===== config.mk =====
export PLATFORM = sky130hd
export DESIGN_NAME = bram_bank_loader
export DESIGN_NICKNAME = d
export VERILOG_FILES = /design/src/rtl/bram_bank_loader_pkg.sv /design/src/rtl/bram_bank_loader_rr.sv /design/src/rtl/bram_bank_loader.sv
export SDC_FILE = /design/constraint.sdc
export NUM_CORES = 1
export LEC_CHECK = 0
export BUFFER_PORTS_ARGS = -buffer_cell sky130_fd_sc_hd__buf_2
export CAP_MARGIN = 20
export CORE_UTILIZATION = 45
export CTS_BUF_LIST = sky130_fd_sc_hd__clkbuf_16
export DETAILED_ROUTE_END_ITERATION = 16
export GPL_TIMING_DRIVEN = 1
export PLACE_DENSITY = 0.78
export SLEW_MARGIN = 20
export SYNTH_ARGS = -nofsm -noshare
export SYNTH_HDL_FRONTEND = slang
export SYNTH_HIERARCHICAL = 1
export SYNTH_SLANG_ARGS = --single-unit
export TNS_END_PERCENT = 5

===== constraint.sdc =====
create_clock -name clk -period 2.3 [get_ports clk]
set_input_delay 0 -clock clk [delete_from_list [all_inputs] [get_ports clk]]
set_output_delay 0 -clock clk [all_outputs]
set_load 0.005 [all_outputs]

===== src/rtl/bram_bank_loader_pkg.sv =====
// Shared types and helpers for the BRAM bank loader: FSM encoding and the
// configuration legality check used when a load request is accepted.
package bram_bank_loader_pkg;

  typedef enum logic [1:0] {
    ST_IDLE = 2'd0,
    ST_LOAD = 2'd1,
    ST_DONE = 2'd2
  } state_e;

  // Width used for the legality arithmetic; wide enough that base + rows never overflows.
  localparam int unsigned CHK_W = 32;

  // A load fits when every row it touches lies inside the bank: base + ceil(words/banks) <= depth.
  function automatic logic cfg_legal(input logic [CHK_W-1:0] base,
                                     input logic [CHK_W-1:0] words,
                                     input logic [CHK_W-1:0] banks,
                                     input logic [CHK_W-1:0] depth);
    logic [CHK_W-1:0] rows;
    rows = (words + banks - 1) / banks;
    return (base + rows) <= depth;
  endfunction

endpackage


===== src/rtl/bram_bank_loader_rr.sv =====
// Round-robin bank/address counter: word n goes to bank n%BANKS at base+n/BANKS.
// load restarts at (bank 0, base); adv steps one word, bumping the address on wrap.
module bank_rr_counter #(
  parameter int BANKS = 4,
  parameter int ADDR  = 8,
  parameter int BIDX  = (BANKS > 1) ? $clog2(BANKS) : 1
) (
  input  logic            clk,
  input  logic            rstn,
  input  logic            load_i,
  input  logic [ADDR-1:0] base_i,
  input  logic            adv_i,
  output logic [BIDX-1:0] bank_idx_o,
  output logic [ADDR-1:0] cur_addr_o
);

  logic [BIDX-1:0] bank_idx_q, bank_idx_d;
  logic [ADDR-1:0] cur_addr_q, cur_addr_d;

  // Next bank/address: load has priority over advance.
  always_comb begin
    bank_idx_d = bank_idx_q;
    cur_addr_d = cur_addr_q;
    if (load_i) begin
      bank_idx_d = '0;
      cur_addr_d = base_i;
    end else if (adv_i) begin
      if (bank_idx_q == BIDX'(BANKS - 1)) begin
        bank_idx_d = '0;
        cur_addr_d = cur_addr_q + ADDR'(1);
      end else begin
        bank_idx_d = bank_idx_q + BIDX'(1);
      end
    end
  end

  // Counter registers.
  always_ff @(posedge clk or negedge rstn) begin
    if (!rstn) begin
      bank_idx_q <= '0;
      cur_addr_q <= '0;
    end else begin
      bank_idx_q <= bank_idx_d;
      cur_addr_q <= cur_addr_d;
    end
  end

  assign bank_idx_o = bank_idx_q;
  assign cur_addr_o = cur_addr_q;

endmodule


===== src/rtl/bram_bank_loader.sv =====
// Write-side sequencer for the multi-bank weight store: scatters an AXI-Stream
// word stream round-robin across the port-A interfaces of BANKS BRAM banks.
module bram_bank_loader
  import bram_bank_loader_pkg::*;
#(
  parameter int BANKS = 4,
  parameter int WIDTH = 16,
  parameter int DEPTH = 256,
  parameter int ADDR  = $clog2(DEPTH),
  parameter int WE    = WIDTH / 8,
  parameter int CNT   = $clog2(BANKS * DEPTH + 1)
) (
  input  logic                  clk,
  input  logic                  rstn,
  input  logic                  start,
  input  logic [ADDR-1:0]       cfg_base,
  input  logic [CNT-1:0]        cfg_words,
  input  logic                  abort,
  input  logic [WIDTH-1:0]      s_axis_tdata,
  input  logic                  s_axis_tvalid,
  output logic                  s_axis_tready,
  input  logic                  s_axis_tlast,
  output logic [BANKS-1:0]      ena,
  output logic [BANKS*WE-1:0]   wea,
  output logic [BANKS*ADDR-1:0] addra,
  output logic [BANKS*WIDTH-1:0] dina,
  output logic                  busy,
  output logic                  done,
  output logic                  err,
  output logic [CNT-1:0]        words_written
);

  localparam int BIDX = (BANKS > 1) ? $clog2(BANKS) : 1;

  state_e               state_q, state_d;
  logic [CNT-1:0]       cfg_words_q, cfg_words_d;
  logic [CNT-1:0]       ww_q, ww_d;
  logic [CNT-1:0]       ww_inc;
  logic                 err_q, err_d;
  logic [BANKS-1:0]     ena_q, ena_d;
  logic [BANKS*WE-1:0]  wea_q, wea_d;
  logic [ADDR-1:0]      addr_q, addr_d;
  logic [WIDTH-1:0]     data_q, data_d;
  logic                 hs, legal, cnt_load;
  logic [BIDX-1:0]      bank_idx;
  logic [ADDR-1:0]      cur_addr;

  assign legal         = cfg_legal(32'(cfg_base), 32'(cfg_words), 32'(BANKS), 32'(DEPTH));
  assign s_axis_tready = (state_q == ST_LOAD) & ~abort;
  assign hs            = s_axis_tvalid & s_axis_tready;
  assign cnt_load      = (state_q == ST_IDLE) & start;
  assign ww_inc        = ww_q + CNT'(1);

  bank_rr_counter #(
    .BANKS (BANKS),
    .ADDR  (ADDR),
    .BIDX  (BIDX)
  ) u_rr (
    .clk        (clk),
    .rstn       (rstn),
    .load_i     (cnt_load),
    .base_i     (cfg_base),
    .adv_i      (hs),
    .bank_idx_o (bank_idx),
    .cur_addr_o (cur_addr)
  );

  // FSM next state, config latch, word count and error flag for the DONE cycle.
  always_comb begin
    state_d     = state_q;
    cfg_words_d = cfg_words_q;
    ww_d        = ww_q;
    err_d       = 1'b0;
    case (state_q)
      ST_IDLE: begin
        if (start) begin
          cfg_words_d = cfg_words;
          ww_d        = '0;
          if (legal && (cfg_words != '0)) begin
            state_d = ST_LOAD;
          end else begin
            state_d = ST_DONE;
            err_d   = ~legal;
          end
        end
      end
      ST_LOAD: begin
        if (abort) begin
          state_d = ST_DONE;
          err_d   = 1'b1;
        end else if (hs) begin
          ww_d = ww_inc;
          if (ww_inc == cfg_words_q) begin
            state_d = ST_DONE;
            err_d   = ~s_axis_tlast;
          end else if (s_axis_tlast) begin
            state_d = ST_DONE;
            err_d   = 1'b1;
          end
        end
      end
      ST_DONE: state_d = ST_IDLE;
      default: state_d = ST_IDLE;
    endcase
  end

  // Port-A strobes for the word accepted this cycle; address/data hold between writes.
  always_comb begin
    ena_d  = '0;
    wea_d  = '0;
    addr_d = addr_q;
    data_d = data_q;
    if (hs) begin
      ena_d[bank_idx]            = 1'b1;
      wea_d[bank_idx*WE +: WE]   = '1;
      addr_d                     = cur_addr;
      data_d                     = s_axis_tdata;
    end
  end

  // State, status and port-A output registers.
  always_ff @(posedge clk or negedge rstn) begin
    if (!rstn) begin
      state_q     <= ST_IDLE;
      cfg_words_q <= '0;
      ww_q        <= '0;
      err_q       <= 1'b0;
      ena_q       <= '0;
      wea_q       <= '0;
      addr_q      <= '0;
      data_q      <= '0;
    end else begin
      state_q     <= state_d;
      cfg_words_q <= cfg_words_d;
      ww_q        <= ww_d;
      err_q       <= err_d;
      ena_q       <= ena_d;
      wea_q       <= wea_d;
      addr_q      <= addr_d;
      data_q      <= data_d;
    end
  end

  assign ena           = ena_q;
  assign wea           = wea_q;
  assign addra         = {BANKS{addr_q}};
  assign dina          = {BANKS{data_q}};
  assign busy          = (state_q == ST_LOAD);
  assign done          = (state_q == ST_DONE);
  assign err           = err_q;
  assign words_written = ww_q;

endmodule


==> results.yml <==
synthesis:
  synth.distinct_cells: 64
  seq_area_frac_synth_pct: 37.0
  ys_ff_latch: 63
  yosys_warnings: 6
  syn_nets: 563
  synth.avg_cell_area_sq_um: 8.37
  synth_edf_count: 0
  synthCells: 509
  synthFlopType: "dfrtp_1"
  synth-async-reset-ratio_pct: 100
  synth_area_sq_um: 4260
critical_path:
  cp_data_arrival_time_ps: 2610
  critPathLaunchType: "primary input"
  cp.required_ps: 2480
  cp_slowest_stage_delay_ps: 350
  slowest_stage: "a2111oi_4"
  timing_worst_setup_path_type: "in2reg"
  cp-end-kind: "flop"
  crit_fanout: 4
  path_cells: "buf_8 > nor2_4 > xnor2_2 > ha_2 > inv_2 > fa_2 > nand3b_1 > a21boi_1 > o221ai_2 > a2111oi_4 > o211ai_1 > mux2i_2 > a2111oi_2"
timing:
  period_share_pct: 105
  setup_tns_ps: -322
  clock.fmax_mhz: 412
  setup_ws_ps: -125
  hold_viol: 0
  clock_skew_ps: 7.32
  finalSetupViolCount: 3
  worst_pin_slew_ps: 661
  slew_headroom_pct: 55.7
  slew_viol_final: 0
  rsz0062_at_grt: "yes"
  period_minus_slack_ps: 2430
route:
  wire_per_inst_microns: 14.3
  drt-pass1-iter-count: 5
  ant_nets: 0
  drt_drc_violations_left: 0
  wirelength_microns: 11200
  vias: 4115
  routed_via_density: 5.24
  drtIter0Drc: 158
clocking:
  cts_buffer_depth: 2
  htree_num_levels: 3
  root_buffer: "clkbuf_16"
  cts_sinks: 63
  cts-buffers-inserted: 9
  tritoncts: "done"
  clkTransAtPathRegs_ps: 50
  insertion_delay_ps: 320
global_route:
  overflow: 0
  antenna_found_initial: 0
  grt_pass1_vias: 3810
  grt_pass1_wl_microns: 17900
  grt_max_degree: 64
  grt_usage_pct: 22.8
placement:
  hpwl_microns: 7760
  gp_congestion: 0.928
  port_buffers: 163
  place_inst: 732
finish:
  syn_to_final_growth_pct: 34.4
  n_antenna_cell: 0
  final_cell_mix: "buf_2 (160), nand2_1 (134), dfrtp_1 (63), buf_4 (50), dlygate4sd3_1 (30)"
  fillers: 758
  final_common_cell: "buf_2"
  layout.nets: 723
  finalNonFillerCells: 785
  drive_above_1_share_pct: 38.9
flow_run:
  max_cap_viol_count: 0
floorplanning:
  chipWidth_microns: 99.3
  start_util_pct: 46.3
  die-area_sq_um: 9850
  num_io_pins: 164
  rows: 35
  die_y_microns: 99.3
  core_area_sq_um: 9200
run_status:
  failed_checks: "setup timing"
  status: "finished with violations"
power_and_ir_drop:
  peakVddDrop_mv: 0.373
  leakage_uw: 0.00310
  finalPower_uw: 5260
  power_density_nw_per_um2: 920
worst_hold_path:
  hold_path_class: "in2reg"
-- stage by stage --
stage	area, sq um	utilization (%)	setup WS [ps]	hold slack (ps)
6_report	5720	62.2	-125	29.2
5_1_grt	5720	62.2	-243	22.8
4_1_cts	5620	61.1	-74.6	11.6
3_5_place_dp	4900	53.3	-517	40.3
3_3_place_gp	4900	53.3	-340	35.1
2_1_floorplan	4290	-	-58.3	-296
-- logic make-up (layout without fill, tap and decap cells) --
family                     after synthesis  count (layout)  share of synthesized area (%)
AOI/OAI and AO/OA                       69              69                           10.8
and+or+nand+nor                        228             228                           24.7
DFF                                     63              63                           37.0
adders and majority gates               13              13                           4.00
muxes                                    5               5                           1.20
xor gates and xnor gates                26              26                           5.52
buffers and inverters                  105             270                           16.7
-- flip-flops by register name, indices dropped and copies added (netlist names) --
signal / flops
data_q: 16
cfg_words_q: 11
words_written: 11
addr_q: 8
u_rr/cur_addr_o: 8
ena: 3
state_q: 2
u_rr/bank_idx_o: 2
err: 1
wea: 1
-- per-layer routing --
layer / vias to the layer above / share of wire, % / global-route usage (%)
met1: 1924 / 40 / 26.6
met5: - / 0 / 0
met3: 33 / 6.0 / 4.57
li1: 1964 / - / -
met2: 194 / 51 / 40.8
met4: 0 / 3.0 / 9.62
-- critical path, delay by kind of cell --
family          cells  cell delay (ps)
simple gates        2              470
buf+inv             2              140
mux                 1              250
compound gates      5             1060
xor+xnor            1              140
fa+ha+maj           2              540
-- synth_stat cells, types with 3 or more instances --
| cell type | count | area [sq um] |
|---|---|---|
| nor2b_1 | 6 | 37.5 |
| nand4_1 | 7 | 43.8 |
| nor3b_1 | 4 | 30.0 |
| nor3_1 | 4 | 20.0 |
| o21ai_1 | 10 | 50.1 |
| xor2_1 | 12 | 105 |
| and3_1 | 5 | 31.3 |
| a21oi_1 | 12 | 60.1 |
| nand3_1 | 15 | 75.1 |
| a211o_1 | 3 | 26.3 |
| mux2i_1 | 4 | 40.0 |
| dfrtp_1 | 63 | 1580 |
| o21ai_0 | 15 | 75.1 |
| xnor2_1 | 13 | 114 |
| buf_4 | 82 | 616 |
| nand2_1 | 135 | 507 |
| nor2_1 | 25 | 93.8 |
| nand2b_1 | 5 | 31.3 |
| nor4_1 | 4 | 25.0 |
| clkbuf_1 | 9 | 33.8 |
| inv_1 | 10 | 37.5 |
| o31ai_1 | 3 | 22.5 |
| a21o_1 | 3 | 22.5 |
| ha_1 | 12 | 150 |
-- path summary, 6_finish.rpt --
| check | from | endpoint | slack, ps | depth (start not counted) |
|---|---|---|---|---|
| setup / recovery | cfg_words[1] | state_q[1] | -130 | 13 |
| hold / removal | cfg_words[7] | cfg_words_q[7] | 30 | 4 |
| setup reg to reg | words_written[0] | err | 20 | 8 |
| hold reg to reg | cfg_words_q[4] | cfg_words_q[4] | 500 | 2 |
| max in group asynchronous | rstn | cfg_words_q[3] | 1790 | 3 |
| min in group asynchronous | rstn | data_q[5] | 220 | 3 |
-- where the power goes --
part / leakage (uW) / internal, uW / switching, uW
Sequential: 0.000815 / 1460 / 391
Clock: 0.000157 / 929 / 455
Combinational: 0.00213 / 1040 / 995
Total: 0.00310 / 3420 / 1840
-- final cells by class --
| cell class | count | area, sq um | share of cell area [%] |
|---|---|---|---|
| clock buffer | 9 | 225 | 3.93 |
| timing repair buffer | 243 | 1520 | 26.6 |
| clock inverter | 7 | 80.1 | 1.40 |
| tap | 111 | 139 | 2.43 |
| inverter | 11 | 41.3 | 0.721 |
| sequential | 63 | 1580 | 27.5 |
| multi-input combinational | 341 | 2140 | 37.4 |
-- timing repair --
item                                    in CTS  in global routing
buffers inserted                             7                  0
resized for setup                           16                 20
hold endpoints to repair                    92                  0
hold buffers                                30                  0
pin swaps                                   15                 16
endpoints found under the setup margin       3                  3
Power figures use the tool's default switching activity.
